**src/rtl/mem_wb_stage_pkg.sv**
```systemverilog
// ============================================================================
// Module : mem_wb_stage_pkg
// Brief  : Shared widths, opcodes and FSM encodings for the MEM/WB stage.
// Rev    : 1.0 - initial release
// ============================================================================
`default_nettype none

package mem_wb_stage_pkg;

    localparam int DSIZE = 32;
    localparam int ASIZE = 5;

    typedef enum logic [3:0] {
        OP_ADD  = 4'h0,
        OP_MUL  = 4'h1,
        OP_ADDI = 4'h2,
        OP_LW   = 4'h3,
        OP_SW   = 4'h4,
        OP_BNE  = 4'h5
    } opcode_e;

    typedef enum logic [0:0] {
        IDLE = 1'b0,
        MEM  = 1'b1
    } state_e;

endpackage : mem_wb_stage_pkg

`default_nettype wire

```
**src/rtl/mem_wb_stage_mem_req_ctrl.sv**
```systemverilog
// ============================================================================
// Module : mem_req_ctrl
// Brief  : Data-memory request holder with ack/timeout tracking and sticky err.
// Rev    : 1.0 - initial release
// ============================================================================
`default_nettype none

module mem_req_ctrl #(
    parameter int DSIZE   = 32,
    parameter int TIMEOUT = 16
) (
    input  logic             clk,
    input  logic             rst,
    input  logic             i_start,
    input  logic             i_we,
    input  logic [DSIZE-1:0] i_addr,
    input  logic [DSIZE-1:0] i_wdata,
    input  logic             i_ack,
    output logic             o_req,
    output logic             o_we,
    output logic [DSIZE-1:0] o_addr,
    output logic [DSIZE-1:0] o_wdata,
    output logic             o_done,
    output logic             o_timeout,
    output logic             o_err
);

    localparam int              CNT_W  = (TIMEOUT > 2) ? $clog2(TIMEOUT) : 1;
    localparam logic [CNT_W-1:0] C_LAST = CNT_W'(TIMEOUT - 1);

    logic             r_req;
    logic             r_we;
    logic [DSIZE-1:0] r_addr;
    logic [DSIZE-1:0] r_wdata;
    logic [CNT_W-1:0] r_cnt;
    logic             r_err;
    logic             w_done;
    logic             w_timeout;

    // Ack takes priority over an expiring counter on the same edge.
    assign w_done    = r_req & i_ack;
    assign w_timeout = r_req & ~i_ack & (r_cnt == C_LAST);

    always_ff @(posedge clk or posedge rst) begin
        if (rst) begin
            r_req   <= 1'b0;
            r_we    <= 1'b0;
            r_addr  <= '0;
            r_wdata <= '0;
            r_cnt   <= '0;
            r_err   <= 1'b0;
        end else if (r_req) begin
            if (w_done) begin
                r_req <= 1'b0;
            end else if (w_timeout) begin
                r_req <= 1'b0;
                r_err <= 1'b1;
            end else begin
                r_cnt <= r_cnt + 1'b1;
            end
        end else if (i_start) begin
            r_req   <= 1'b1;
            r_we    <= i_we;
            r_addr  <= i_addr;
            r_wdata <= i_wdata;
            r_cnt   <= '0;
        end
    end

    assign o_req     = r_req;
    assign o_we      = r_we;
    assign o_addr    = r_addr;
    assign o_wdata   = r_wdata;
    assign o_done    = w_done;
    assign o_timeout = w_timeout;
    assign o_err     = r_err;

endmodule : mem_req_ctrl

`default_nettype wire

```
**src/rtl/mem_wb_stage.sv**
```systemverilog
// ============================================================================
// Module : mem_wb_stage
// Brief  : Memory access, BNE resolution and register writeback after the ALU.
// Rev    : 1.0 - initial release
// ============================================================================
`default_nettype none

module mem_wb_stage #(
    parameter int DSIZE   = mem_wb_stage_pkg::DSIZE,
    parameter int ASIZE   = mem_wb_stage_pkg::ASIZE,
    parameter int TIMEOUT = 16
) (
    input  logic             clk,
    input  logic             rst,
    input  logic             in_valid,
    output logic             in_ready,
    input  logic [3:0]       instr_code,
    input  logic [DSIZE-1:0] alu_out,
    input  logic             zero,
    input  logic [DSIZE-1:0] store_data,
    input  logic [ASIZE-1:0] rd,
    input  logic [DSIZE-1:0] pc,
    input  logic [DSIZE-1:0] imm,
    output logic             dmem_req,
    output logic             dmem_we,
    output logic [DSIZE-1:0] dmem_addr,
    output logic [DSIZE-1:0] dmem_wdata,
    input  logic             dmem_ack,
    input  logic [DSIZE-1:0] dmem_rdata,
    output logic             wb_en,
    output logic [ASIZE-1:0] wb_addr,
    output logic [DSIZE-1:0] wb_data,
    output logic             br_taken,
    output logic [DSIZE-1:0] br_target,
    output logic             err
);

    import mem_wb_stage_pkg::*;

    if (TIMEOUT < 2) begin : g_bad_timeout
        $error("mem_wb_stage: TIMEOUT must be >= 2");
    end

    state_e           r_state;
    logic [ASIZE-1:0] r_rd;
    logic             r_is_lw;
    logic             r_wb_en;
    logic [ASIZE-1:0] r_wb_addr;
    logic [DSIZE-1:0] r_wb_data;
    logic             r_br_taken;
    logic [DSIZE-1:0] r_br_target;

    logic             w_accept;
    logic             w_is_lw;
    logic             w_is_sw;
    logic             w_start;
    logic             w_done;
    logic             w_timeout;

    assign in_ready = (r_state == IDLE);
    assign w_accept = in_ready & in_valid;
    assign w_is_lw  = (instr_code == OP_LW);
    assign w_is_sw  = (instr_code == OP_SW);
    assign w_start  = w_accept & (w_is_lw | w_is_sw);

    mem_req_ctrl #(
        .DSIZE   (DSIZE),
        .TIMEOUT (TIMEOUT)
    ) u_mem_req_ctrl (
        .clk       (clk),
        .rst       (rst),
        .i_start   (w_start),
        .i_we      (w_is_sw),
        .i_addr    (alu_out),
        .i_wdata   (w_is_sw ? store_data : '0),
        .i_ack     (dmem_ack),
        .o_req     (dmem_req),
        .o_we      (dmem_we),
        .o_addr    (dmem_addr),
        .o_wdata   (dmem_wdata),
        .o_done    (w_done),
        .o_timeout (w_timeout),
        .o_err     (err)
    );

    always_ff @(posedge clk or posedge rst) begin
        if (rst) begin
            r_state     <= IDLE;
            r_rd        <= '0;
            r_is_lw     <= 1'b0;
            r_wb_en     <= 1'b0;
            r_wb_addr   <= '0;
            r_wb_data   <= '0;
            r_br_taken  <= 1'b0;
            r_br_target <= '0;
        end else begin
            r_wb_en    <= 1'b0;
            r_br_taken <= 1'b0;
            case (r_state)
                IDLE: begin
                    if (w_accept) begin
                        case (instr_code)
                            OP_ADD, OP_MUL, OP_ADDI: begin
                                // x0 is hardwired; suppress the strobe entirely.
                                if (rd != '0) begin
                                    r_wb_en   <= 1'b1;
                                    r_wb_addr <= rd;
                                    r_wb_data <= alu_out;
                                end
                            end
                            OP_BNE: begin
                                if (!zero) begin
                                    r_br_taken  <= 1'b1;
                                    r_br_target <= pc + imm;
                                end
                            end
                            OP_LW, OP_SW: begin
                                r_state <= MEM;
                                r_rd    <= rd;
                                r_is_lw <= w_is_lw;
                            end
                            default: ;
                        endcase
                    end
                end
                MEM: begin
                    if (w_done) begin
                        r_state <= IDLE;
                        if (r_is_lw && (r_rd != '0)) begin
                            r_wb_en   <= 1'b1;
                            r_wb_addr <= r_rd;
                            r_wb_data <= dmem_rdata;
                        end
                    end else if (w_timeout) begin
                        r_state <= IDLE;
                    end
                end
                default: r_state <= IDLE;
            endcase
        end
    end

    assign wb_en     = r_wb_en;
    assign wb_addr   = r_wb_addr;
    assign wb_data   = r_wb_data;
    assign br_taken  = r_br_taken;
    assign br_target = r_br_target;

endmodule : mem_wb_stage

`default_nettype wire
```
**config.mk**
```make
export PLATFORM = sky130hd
export DESIGN_NAME = mem_wb_stage
export DESIGN_NICKNAME = d
export VERILOG_FILES = /design/src/rtl/mem_wb_stage_pkg.sv /design/src/rtl/mem_wb_stage_mem_req_ctrl.sv /design/src/rtl/mem_wb_stage.sv
export SDC_FILE = /design/constraint.sdc
export NUM_CORES = 1
export LEC_CHECK = 0
export ABC_AREA = 1
export BUFFER_PORTS_ARGS = -buffer_cell sky130_fd_sc_hd__buf_2
export CAP_MARGIN = 20
export CORE_ASPECT_RATIO = 2
export CORE_MARGIN = 4
export CORE_UTILIZATION = 42
export CTS_CLUSTER_DIAMETER = 120
export DETAILED_ROUTE_END_ITERATION = 8
export PLACE_DENSITY = 0.7
export RECOVER_POWER = 100
export SLEW_MARGIN = 20
export SYNTH_ARGS = -nofsm -noshare
export SYNTH_HDL_FRONTEND = slang
export SYNTH_SLANG_ARGS = --single-unit
```
**constraint.sdc**
```tcl
create_clock -name clk -period 5 [get_ports clk]
set_clock_uncertainty 0.15 [all_clocks]
set_input_delay 0.5 -clock clk [delete_from_list [all_inputs] [get_ports clk]]
set_output_delay 0.5 -clock clk [all_outputs]
set_load 0.1 [all_outputs]
```
==> results.json, run 1 <==
{
  "floorplan.io_pins": 313,
  "gp_congestion": 0.9970,
  "synth-async-reset-ratio_pct": 100.0,
  "io_buffer_count": 312,
  "outcome": "complete, but fails checks",
  "flow.area_growth_from_synthesis_pct": 26.33,
  "cts_num_sinks": 149,
  "critical_path_class": "reg -> reg",
  "post_synth_inst_count": 1161,
  "placed_cell_area_um2": 10060,
  "synth-edff-count": 0,
  "synth-main-ff-cell": "sky130_fd_sc_hd__dfrtp_1",
  "drive_gt1_share_pct": 14.44,
  "crit_required_ns": 5.13,
  "syn_area_um2": 8287,
  "vias_in_the_first_global_route": 8250,
  "grt_pass1_wl_um": 42150,
  "hold_path_depth": 3,
  "avgSynthCellArea_um2": 7.138,
  "total_power_w": 0.007412,
  "slowest_library_cell_on_the_worst_path": "sky130_fd_sc_hd__inv_1",
  "vias_per_cell": 4.913,
  "grt_setup_unrepaired": "no",
  "max_slew.worst_pin.slew_ns": 3.483,
  "post_cts_buffers": 0,
  "finish.instance_area_um2": 10470,
  "total_wirelength_of_the_detailed_routed_design_um": 27950,
  "timing.rr.start": "r_state",
  "synthesis_stage_register_bit_count": 149,
  "powerDensity_nw_per_um2": 708.1,
  "tns_ns": 0,
  "timing.reg2reg.setup_slack_ns": 1.06,
  "vdd_drop_max_v": 0.0004008,
  "timing.reg2reg.worst_path_depth": 9,
  "max_cap_violations": 2,
  "grt_use_total_pct": 24.81,
  "cts.hold.buffers_added": 0,
  "synth_top_area_cell": "sky130_fd_sc_hd__dfrtp_1",
  "net_switching_power_w": 0.004470,
  "power_switching_share_pct": 60.30,
  "antenna_found_initial": 2,
  "detail_route.drc_violations": 0,
  "tritoncts.num_buffers": 17,
  "final_period_minus_worst_setup_slack_ns": 3.940,
  "worst_r2r_endpoint": "u_mem_req_ctrl.o_wdata[0]",
  "fp-row-count": 72,
  "die_width_um": 107.3,
  "period_share_pct": 78.80,
  "core_area_um2": 19370,
  "power_frac_comb_pct": 57.4,
  "sequential_element_share_of_the_synthesized_area_pct": 44.99,
  "floorplan.die.height_um": 206.6,
  "highest_clock_rate_ghz": 0.2538,
  "timing_hold_violations_final": 0,
  "p_int_w": 0.002943,
  "cpLargestDelayFamily": "buffers and inverters",
  "hold-path-endpoint": "u_mem_req_ctrl.o_addr[4]",
  "mappedNetlistNets": 1368,
  "nature_of_the_critical_path_endpoint": "flip-flop",
  "worst_ep_arrival_time_ns": 4.07,
  "crit_fanout": 43,
  "crit_chain": "inv_1, nand2_1, inv_1, nand2_1, nor2_4, inv_1, buf_12, nand2_1, o21ai_0",
  "number_of_pins_with_negative_max_slew_slack_in_the_final_report": 130,
  "global_route.overflow_total": 0,
  "worstHoldStart": "alu_out[4]",
  "worstHoldPathType": "in -> reg",
  "route.detailed.wl_per_inst_um": 16.10,
  "ant_nets": 0,
  "num_vias": 8529,
  "clock_power_share_pct": 17.4,
  "cts_tree": "yes",
  "setup_viol": 0,
  "startpoint_type": "flip-flop",
  "area_contributors_post_synth": "sky130_fd_sc_hd__dfrtp_1 45%, sky130_fd_sc_hd__nand2_1 23%, sky130_fd_sc_hd__inv_1 6.9%",
  "cts_max_path_buffers": 2,
  "synth.top_cell.area_share_pct": 44.99,
  "seq_power_share_pct": 25.2,
  "floorplan.initialDensity_pct": 42.78,
  "violations": "max-capacitance violations, max-slew violations",
  "ys_types": 29,
  "leakage_nw": 5.820,
  "hpwlAfterDp_um": 21890,
  "post_cts_resize_count": 0,
  "clockRootBuffer": "sky130_fd_sc_hd__clkbuf_16",
  "drtIter0Drc": 552,
  "slew_hr_pct": -132.2,
  "ys.warnings.count": 0,
  "critical-path-max-stage-delay_ns": 0.90,
  "finalNetCount": 1669,
  "die_footprint_um2": 22180,
  "cp_num_buf_inv": 4,
  "number_of_h_tree_levels": 4,
  "worstSkewPairLatency_ns": 0.43,
  "grt_start_max_net_pins": 94,
  "synth_common_cells": "503 x sky130_fd_sc_hd__nand2_1, 152 x sky130_fd_sc_hd__inv_1, 149 x sky130_fd_sc_hd__dfrtp_1",
  "detail_route.first_pass.iterations": 5,
  "clkTransAtPathRegs_ns": 0.06,
  "synthMostInstantiatedCell": "sky130_fd_sc_hd__nand2_1"
}
cells by family after synthesis:
logic type | count (synthesis) | share of synthesized area (%)
simple gates | 653 | 31.19
buf+inv | 191 | 8.984
flops | 149 | 44.99
compound gates | 117 | 7.851
fa+ha+maj | 33 | 5.073
xor+xnor | 18 | 1.902
metrics by stage:
step	cells	setup WS, ns	hold WS (ns)	utilization [%]
2_1_floorplan	1161	0.3420	0.3038	-
3_3_place_gp	1701	1.514	0.2980	51.96
3_5_place_dp	1701	1.385	0.3032	51.96
4_1_cts	1733	1.373	0.1094	55.01
5_1_grt	1735	0.6130	0.1333	54.04
6_report	1736	1.060	0.1469	54.05
power groups by stage:
stage                     Clock (W)  Sequential, W  Combinational, W
after floorplan                   0        0.00461          0.000825
after global placement            0        0.00187           0.00434
after detailed placement          0        0.00187           0.00438
after CTS                   0.00132        0.00185           0.00439
after global routing        0.00137        0.00192           0.00445
final                       0.00129        0.00187           0.00425
state kept, by name, summed over array words and instances (netlist names), 4 cells and up:
signal	count
br_target	32
r_rd	5
u_mem_req_ctrl.o_addr	32
u_mem_req_ctrl.o_wdata	32
u_mem_req_ctrl.r_cnt	4
wb_addr	5
wb_data	32
metal layers:
metal | vias to the layer above | global-route usage, % | wire length, µm
li1 | 4208 | - | -
met1 | 3900 | 24.41 | 9397
met2 | 340 | 47.49 | 15340
met3 | 81 | 3.922 | 1627
met4 | 0 | 15.00 | 1585
met5 | - | 0 | 0
cell usage in the layout (no fill, tap or decap), drive strengths merged, types with 2 or more instances in the layout:
| master | netlist | layout |
|---|---|---|
| clkbuf | 19 | 162 |
| nand3b | 4 | 4 |
| buf | 17 | 177 |
| nor2 | 81 | 81 |
| dfrtp | 149 | 149 |
| ha | 32 | 32 |
| diode | 0 | 2 |
| clkinvlp | 0 | 2 |
| nand3 | 52 | 52 |
| a21oi | 22 | 22 |
| clkinv | 0 | 4 |
| o31ai | 2 | 2 |
| nand4 | 4 | 4 |
| nand2 | 503 | 503 |
| bufinv | 0 | 2 |
| inv | 155 | 158 |
| nor3 | 7 | 7 |
| xnor2 | 17 | 17 |
| a31oi | 37 | 37 |
| o21ai | 51 | 51 |
| o21bai | 3 | 3 |
layout make-up:
type	count	area [µm²]
multi-input cells	821	3799
repair buffers	318	1439
clock buffers	21	470.5
clock inverters	11	121.4
diodes	2	5.005
well taps	259	324.1
fillers	2008	8900
inverters	155	581.8
flip-flops and latches	149	3729
how the worst max path moves through the flow:
| stage | cells past startpoint | start | slack, ns | to |
|---|---|---|---|---|
| floorplan | 1 | rst | 0.34 | br_taken |
| global placement | 7 | r_state | 1.51 | u_mem_req_ctrl.o_wdata[15] |
| detailed placement | 7 | r_state | 1.39 | u_mem_req_ctrl.o_wdata[30] |
| CTS | 7 | r_state | 1.37 | u_mem_req_ctrl.o_wdata[30] |
| global route | 9 | r_state | 0.61 | u_mem_req_ctrl.o_wdata[8] |
| finish | 9 | r_state | 1.06 | u_mem_req_ctrl.o_wdata[0] |
worst register-to-register path, stage by stage, from the launching register on:
cell and delay, ns:
sky130_fd_sc_hd__dfrtp_1 0.37, sky130_fd_sc_hd__inv_1 0.90, sky130_fd_sc_hd__nand2_1 0.15, sky130_fd_sc_hd__inv_1 0.14, sky130_fd_sc_hd__nand2_1 0.24, sky130_fd_sc_hd__nor2_4 0.69
sky130_fd_sc_hd__inv_1 0.61, sky130_fd_sc_hd__buf_12 0.35, sky130_fd_sc_hd__nand2_1 0.11, sky130_fd_sc_hd__o21ai_0 0.09
No activity file was read; power rests on OpenSTA's default activity.
==> inputs of run 2 (changes only) <==
Clock period 5 ns to 3.7 ns, I/O delays scaled along.
==> run 2 against run 1 <==
- the flow now finishes without violations
- maximum frequency increased by 35%
- largest cell class unchanged
- design area is 0.48% higher
- clock power is 26% higher
- non-clock buffer count increased by 9
- combinational power up 36%
- die area stayed put
- sequential cell count unchanged
- worst hold slack got worse by 0.12 ns
- via count up 0.19%
- sequential power is 35% higher
==> results.json, run 2 (synthesized netlist as in run 1, its figures left out) <==
{
  "critical_path_class": "reg -> reg",
  "detail_route.drc_violations": 0,
  "startpoint_type": "flip-flop",
  "post_cts_resize_count": 0,
  "period_share_pct": 78.93,
  "utilization_pct": 54.31,
  "nature_of_the_critical_path_endpoint": "flip-flop",
  "leakage_nw": 5.826,
  "max_cap_violations": 0,
  "crit_chain": "inv_1, nand2_1, inv_1, nand2_1, nor4_4, clkbuf_1, inv_2, nand2_1, o21ai_0",
  "setup_viol": 0,
  "tritoncts.num_buffers": 17,
  "crit_fanout": 47,
  "hold_path_depth": 3,
  "floorplan.initialDensity_pct": 42.78,
  "antenna_found_initial": 4,
  "total_wirelength_of_the_detailed_routed_design_um": 28410,
  "grt_start_max_net_pins": 81,
  "powerDensity_nw_per_um2": 942.8,
  "cp_num_buf_inv": 4,
  "gp_congestion": 0.9938,
  "timing.critical_path.mode_cell": "sky130_fd_sc_hd__nand2_1",
  "grt_use_total_pct": 25.30,
  "crit_required_ns": 3.82,
  "placed_cell_area_um2": 10090,
  "finish.instance_area_um2": 10520,
  "die_width_um": 107.3,
  "number_of_h_tree_levels": 4,
  "drive_gt1_share_pct": 14.62,
  "highest_clock_rate_ghz": 0.3424,
  "grt_setup_unrepaired": "no",
  "max_slew.worst_pin.slew_ns": 1.387,
  "cts_num_sinks": 149,
  "core_area_um2": 19370,
  "clkTransAtPathRegs_ns": 0.06,
  "cpLargestDelayFamily": "buffers and inverters",
  "vias_in_the_first_global_route": 8349,
  "global_route.overflow_total": 0,
  "slew_hr_pct": 7.559,
  "timing_hold_violations_final": 0,
  "vias_per_cell": 4.894,
  "route.detailed.wl_per_inst_um": 16.27,
  "number_of_pins_with_negative_max_slew_slack_in_the_final_report": 0,
  "clockRootBuffer": "sky130_fd_sc_hd__clkbuf_16",
  "critical-path-max-stage-delay_ns": 0.83,
  "outcome": "completed",
  "final_period_minus_worst_setup_slack_ns": 2.920,
  "ant_nets": 0,
  "timing.reg2reg.worst_path_depth": 9,
  "most-common-layout-cells": "503 x sky130_fd_sc_hd__nand2_1, 173 x sky130_fd_sc_hd__buf_2, 152 x sky130_fd_sc_hd__inv_1",
  "worst_ep_arrival_time_ns": 3.04,
  "worstHoldPathType": "in -> reg",
  "floorplan.die.height_um": 206.6,
  "drtIter0Drc": 519,
  "finalNetCount": 1678,
  "detail_route.first_pass.iterations": 5,
  "worstSkewPairLatency_ns": 0.43,
  "hpwlAfterDp_um": 22250,
  "cts_tree": "yes",
  "timing.reg2reg.setup_slack_ns": 0.78,
  "commonest_non_fill_non_tap_cell_in_the_layout": "sky130_fd_sc_hd__nand2_1",
  "multiInputGateArea_um2": 3825,
  "num_vias": 8545,
  "sequential_cell_area_um2": 3729,
  "tns_ns": 0,
  "slowest_library_cell_on_the_worst_path": "sky130_fd_sc_hd__clkbuf_1",
  "fillCellCount": 2015,
  "flow.area_growth_from_synthesis_pct": 26.94,
  "post_cts_buffers": 0,
  "grt_pass1_wl_um": 42980,
  "fp-row-count": 72,
  "vdd_drop_max_v": 0.0006553,
  "die_footprint_um2": 22180,
  "critical_path_cell_count": 9,
  "io_buffer_count": 312,
  "cts_max_path_buffers": 2,
  "floorplan.io_pins": 313,
  "cts.hold.buffers_added": 7
}
## run 2: cell count changes in the layout (fill, tap and decap cells not counted), sizes merged
cell         previous run  this run
dlygate4sd3             0         8
clkinv                  4         7
buf                   177       175
clkbuf                162       164
inv                   158       156
bufinv                  2         1
clkinvlp                2         3
diode                   2         3
## run 2: metal layers
metal | track usage [%] | part of all wire (%) | vias up | wire, µm
li1 | - | - | 4225 | -
met1 | 24.09 | 33 | 3911 | 9257
met2 | 48.12 | 55 | 331 | 15590
met3 | 5.322 | 6.3 | 78 | 1788
met4 | 15.87 | 6.3 | 0 | 1778
met5 | 0 | 0 | - | 0
## run 2: worst paths after layout
check / from / end
max: r_state / br_target[8]
min: rd[2] / r_rd[2]
max reg2reg: r_state / br_target[8]
min reg2reg: u_mem_req_ctrl.o_err / u_mem_req_ctrl.o_err
max in group asynchronous: rst / u_mem_req_ctrl.r_cnt[1]
min in group asynchronous: rst / u_mem_req_ctrl.o_wdata[25]
## run 2: where the power goes
| part | switching, W | total, W | internal [W] |
|---|---|---|---|
| combinational | 0.00503 | 0.00577 | 0.000741 |
| sequential | 0.000341 | 0.00253 | 0.00219 |
| clock | 0.000694 | 0.00162 | 0.000924 |
| total | 0.00606 | 0.00992 | 0.00385 |
## run 2: worst reg2reg max path, cell delays in order, from the launching register on
cell and delay (ns):
sky130_fd_sc_hd__dfrtp_1 0.37, sky130_fd_sc_hd__inv_1 0.08, sky130_fd_sc_hd__nand2_1 0.07, sky130_fd_sc_hd__inv_1 0.09
sky130_fd_sc_hd__nand2_1 0.09, sky130_fd_sc_hd__nor4_4 0.13, sky130_fd_sc_hd__clkbuf_1 0.83, sky130_fd_sc_hd__inv_2 0.65
sky130_fd_sc_hd__nand2_1 0.20, sky130_fd_sc_hd__o21ai_0 0.10
## run 2: cell type report
class / instances / share of cell area (%)
timing repair buffer: 327 / 14.35
clock inverter: 12 / 0.9992
clock buffer: 20 / 4.151
antenna: 3 / 0.07137
multi-input combinational: 821 / 36.36
tap: 259 / 3.081
inverter: 155 / 5.543
sequential: 149 / 35.45
## run 2: metrics by stage
step	hold slack (ns)	setup WS, ns	power (W)	cells
floorplan	0.3038	1.305	0.007346	1161
global placement	0.2988	0.9659	0.008415	1703
detailed placement	0.2981	0.8795	0.008474	1703
CTS	0.0001840	1.158	0.01012	1742
global route	0.007762	0.4951	0.01037	1744
finish	0.02766	0.7796	0.009918	1746
==> inputs of run 3 (changes only) <==
Clock period 3.7 ns to 2.73 ns, I/O delays scaled along.
==> run 3 against run 2 <==
- sequential cell count did not move
- sequential share of layout area fell by 3.2 points
- clock-buffer cell count rose by 5
- non-clock buffer count rose by 104
- register-to-register slack got worse by 0.46 ns
- sequential power rose by 36%
- worst setup slack got worse by 0.63 ns
- design area rose by 9.8%
- critical path type is now in -> reg
- largest cell class unchanged
==> results.json, run 3 (synthesized netlist as in run 1, its figures left out) <==
{
  "outcome": "completed",
  "crit_required_ns": 2.88,
  "vias_in_the_first_global_route": 9356,
  "vdd_drop_max_v": 0.0007234,
  "route.detailed.wl_per_inst_um": 16.47,
  "net_switching_power_w": 0.008304,
  "hold-path-endpoint": "r_is_lw",
  "number_of_h_tree_levels": 4,
  "gp_congestion": 0.9532,
  "highest_clock_rate_ghz": 0.3882,
  "grt_pass1_wl_um": 46840,
  "worst_ep_arrival_time_ns": 2.73,
  "worstHoldStart": "instr_code[2]",
  "timing.rr.start": "r_state",
  "most-common-layout-cells": "503 x sky130_fd_sc_hd__nand2_1, 171 x sky130_fd_sc_hd__buf_2, 152 x sky130_fd_sc_hd__inv_1",
  "grt_use_total_pct": 27.38,
  "leakage_nw": 6.269,
  "timing.critical_path.mode_cell": "sky130_fd_sc_hd__dlygate4sd3_1",
  "critical-path-max-stage-delay_ns": 0.60,
  "vias_per_cell": 4.954,
  "slowest_library_cell_on_the_worst_path": "sky130_fd_sc_hd__dlygate4sd3_1",
  "drive_gt1_share_pct": 13.48,
  "commonest_non_fill_non_tap_cell_in_the_layout": "sky130_fd_sc_hd__nand2_1",
  "floorplan.initialDensity_pct": 42.78,
  "timing.reg2reg.setup_slack_ns": 0.32,
  "cp_num_buf_inv": 4,
  "period_share_pct": 94.35,
  "die_width_um": 107.3,
  "detail_route.first_pass.iterations": 6,
  "power_switching_share_pct": 60.65,
  "clock_power_share_pct": 15.8,
  "timing_hold_violations_final": 0,
  "startpoint_type": "input pin",
  "fp-row-count": 72,
  "hold_path_depth": 4,
  "hold_slack_ns": 0.02835,
  "seq_power_share_pct": 25.1,
  "critical_path_cell_count": 10,
  "grt_start_max_net_pins": 76,
  "cts_num_sinks": 149,
  "drtIter0Drc": 457,
  "setup_viol": 0,
  "slew_hr_pct": 5.301,
  "grt_setup_unrepaired": "no",
  "finalNetCount": 1782,
  "tritoncts.num_buffers": 17,
  "tns_ns": 0,
  "cts_max_path_buffers": 2,
  "cts_tree": "yes",
  "worstHoldPathType": "in -> reg",
  "timing.reg2reg.worst_path_depth": 7,
  "crit_fanout": 75,
  "crit_chain": "dlygate4sd3_1, clkbuf_1, nor3_1, nand3_1, nand4_1, o21ai_4, buf_6, nor2_1, a31oi_1, dlygate4sd3_1",
  "clockRootBuffer": "sky130_fd_sc_hd__clkbuf_16",
  "floorplan.die.height_um": 206.6,
  "max_slew.worst_pin.slew_ns": 1.427,
  "io_buffer_count": 312,
  "worstSkewPairLatency_ns": 0.42,
  "nature_of_the_critical_path_endpoint": "flip-flop",
  "cpLargestDelayFamily": "buffers and inverters",
  "flow.area_growth_from_synthesis_pct": 39.39,
  "p_int_w": 0.005388,
  "final_period_minus_worst_setup_slack_ns": 2.576,
  "max_cap_violations": 0,
  "post_cts_buffers": 0,
  "hpwlAfterDp_um": 22570,
  "powerDensity_nw_per_um2": 1185,
  "die_footprint_um2": 22180,
  "number_of_pins_with_negative_max_slew_slack_in_the_final_report": 0,
  "clkTransAtPathRegs_ns": 0.06,
  "ant_nets": 0,
  "critical_path_class": "in -> reg",
  "antenna_found_initial": 4,
  "global_route.overflow_total": 0,
  "core_area_um2": 19370,
  "worst_r2r_endpoint": "wb_data[13]",
  "total_power_w": 0.01369,
  "floorplan.io_pins": 313,
  "detail_route.drc_violations": 0,
  "num_vias": 9155,
  "power_frac_comb_pct": 59.1,
  "total_wirelength_of_the_detailed_routed_design_um": 30450
}
==> run 3: area by class of cell <==
cell class                      count  area (µm²)
Antenna cell                        1       2.502
Clock buffer                       25       495.5
Clock inverter                      7       46.29
Fill cell                        1780        7818
Inverter                          155       583.1
Multi-Input combinational cell    821        3797
Sequential cell                   149        3729
Tap cell                          259       324.1
Timing Repair Buffer              431        2574
==> run 3: routing by layer <==
metal / track usage [%] / share of wire, % / up-vias
met5: 0 / 0.095 / -
met4: 20.26 / 8.1 / 6
met3: 5.260 / 6.7 / 126
met2: 51.66 / 54 / 412
met1: 25.41 / 32 / 4181
li1: - / - / 4430
==> run 3: repair_timing <==
action	CTS	global route
endpoints found under the hold margin	124	0
hold buffers	109	0
setup endpoints to repair	0	3
gates resized for setup	0	1
==> run 3: worst max-delay path by stage <==
stage,end,startpoint
floorplan,br_taken,rst
global placement,u_mem_req_ctrl.o_wdata[11],instr_code[1]
detailed placement,u_mem_req_ctrl.o_wdata[12],instr_code[1]
CTS,wb_data[15],rd[2]
global route,wb_data[31],rd[3]
finish,wb_data[13],rd[3]
==> run 3: per-stage QoR <==
step                instances  area, µm²  setup WS (ns)  util [%]
floorplan                1161       8290         0.4320         -
global placement         1705      10120         0.4122     52.24
detailed placement       1705      10120         0.3612     52.24
CTS                      1846      11750         0.1470     60.67
global route             1847      11550        0.09439     59.63
finish                   1848      11550         0.1542     59.64
==> run 3: power by group through the flow <==
stage,clock network (W),registers (W),logic [W]
floorplan,0,0.00844,0.00151
global placement,0,0.00341,0.00802
detailed placement,0,0.00343,0.00807
CTS,0.00221,0.00340,0.00827
global route,0.00231,0.00352,0.00847
finish,0.00216,0.00344,0.00809
==> run 3: worst register-to-register path, delay by kind of cell, from the launching register on <==
kind | cells | cell delay (ns)
and+or+nand+nor | 1 | 0.14
buffers and inverters | 4 | 1.32
DFF | 1 | 0.36
AOI/OAI and AO/OA | 2 | 0.38
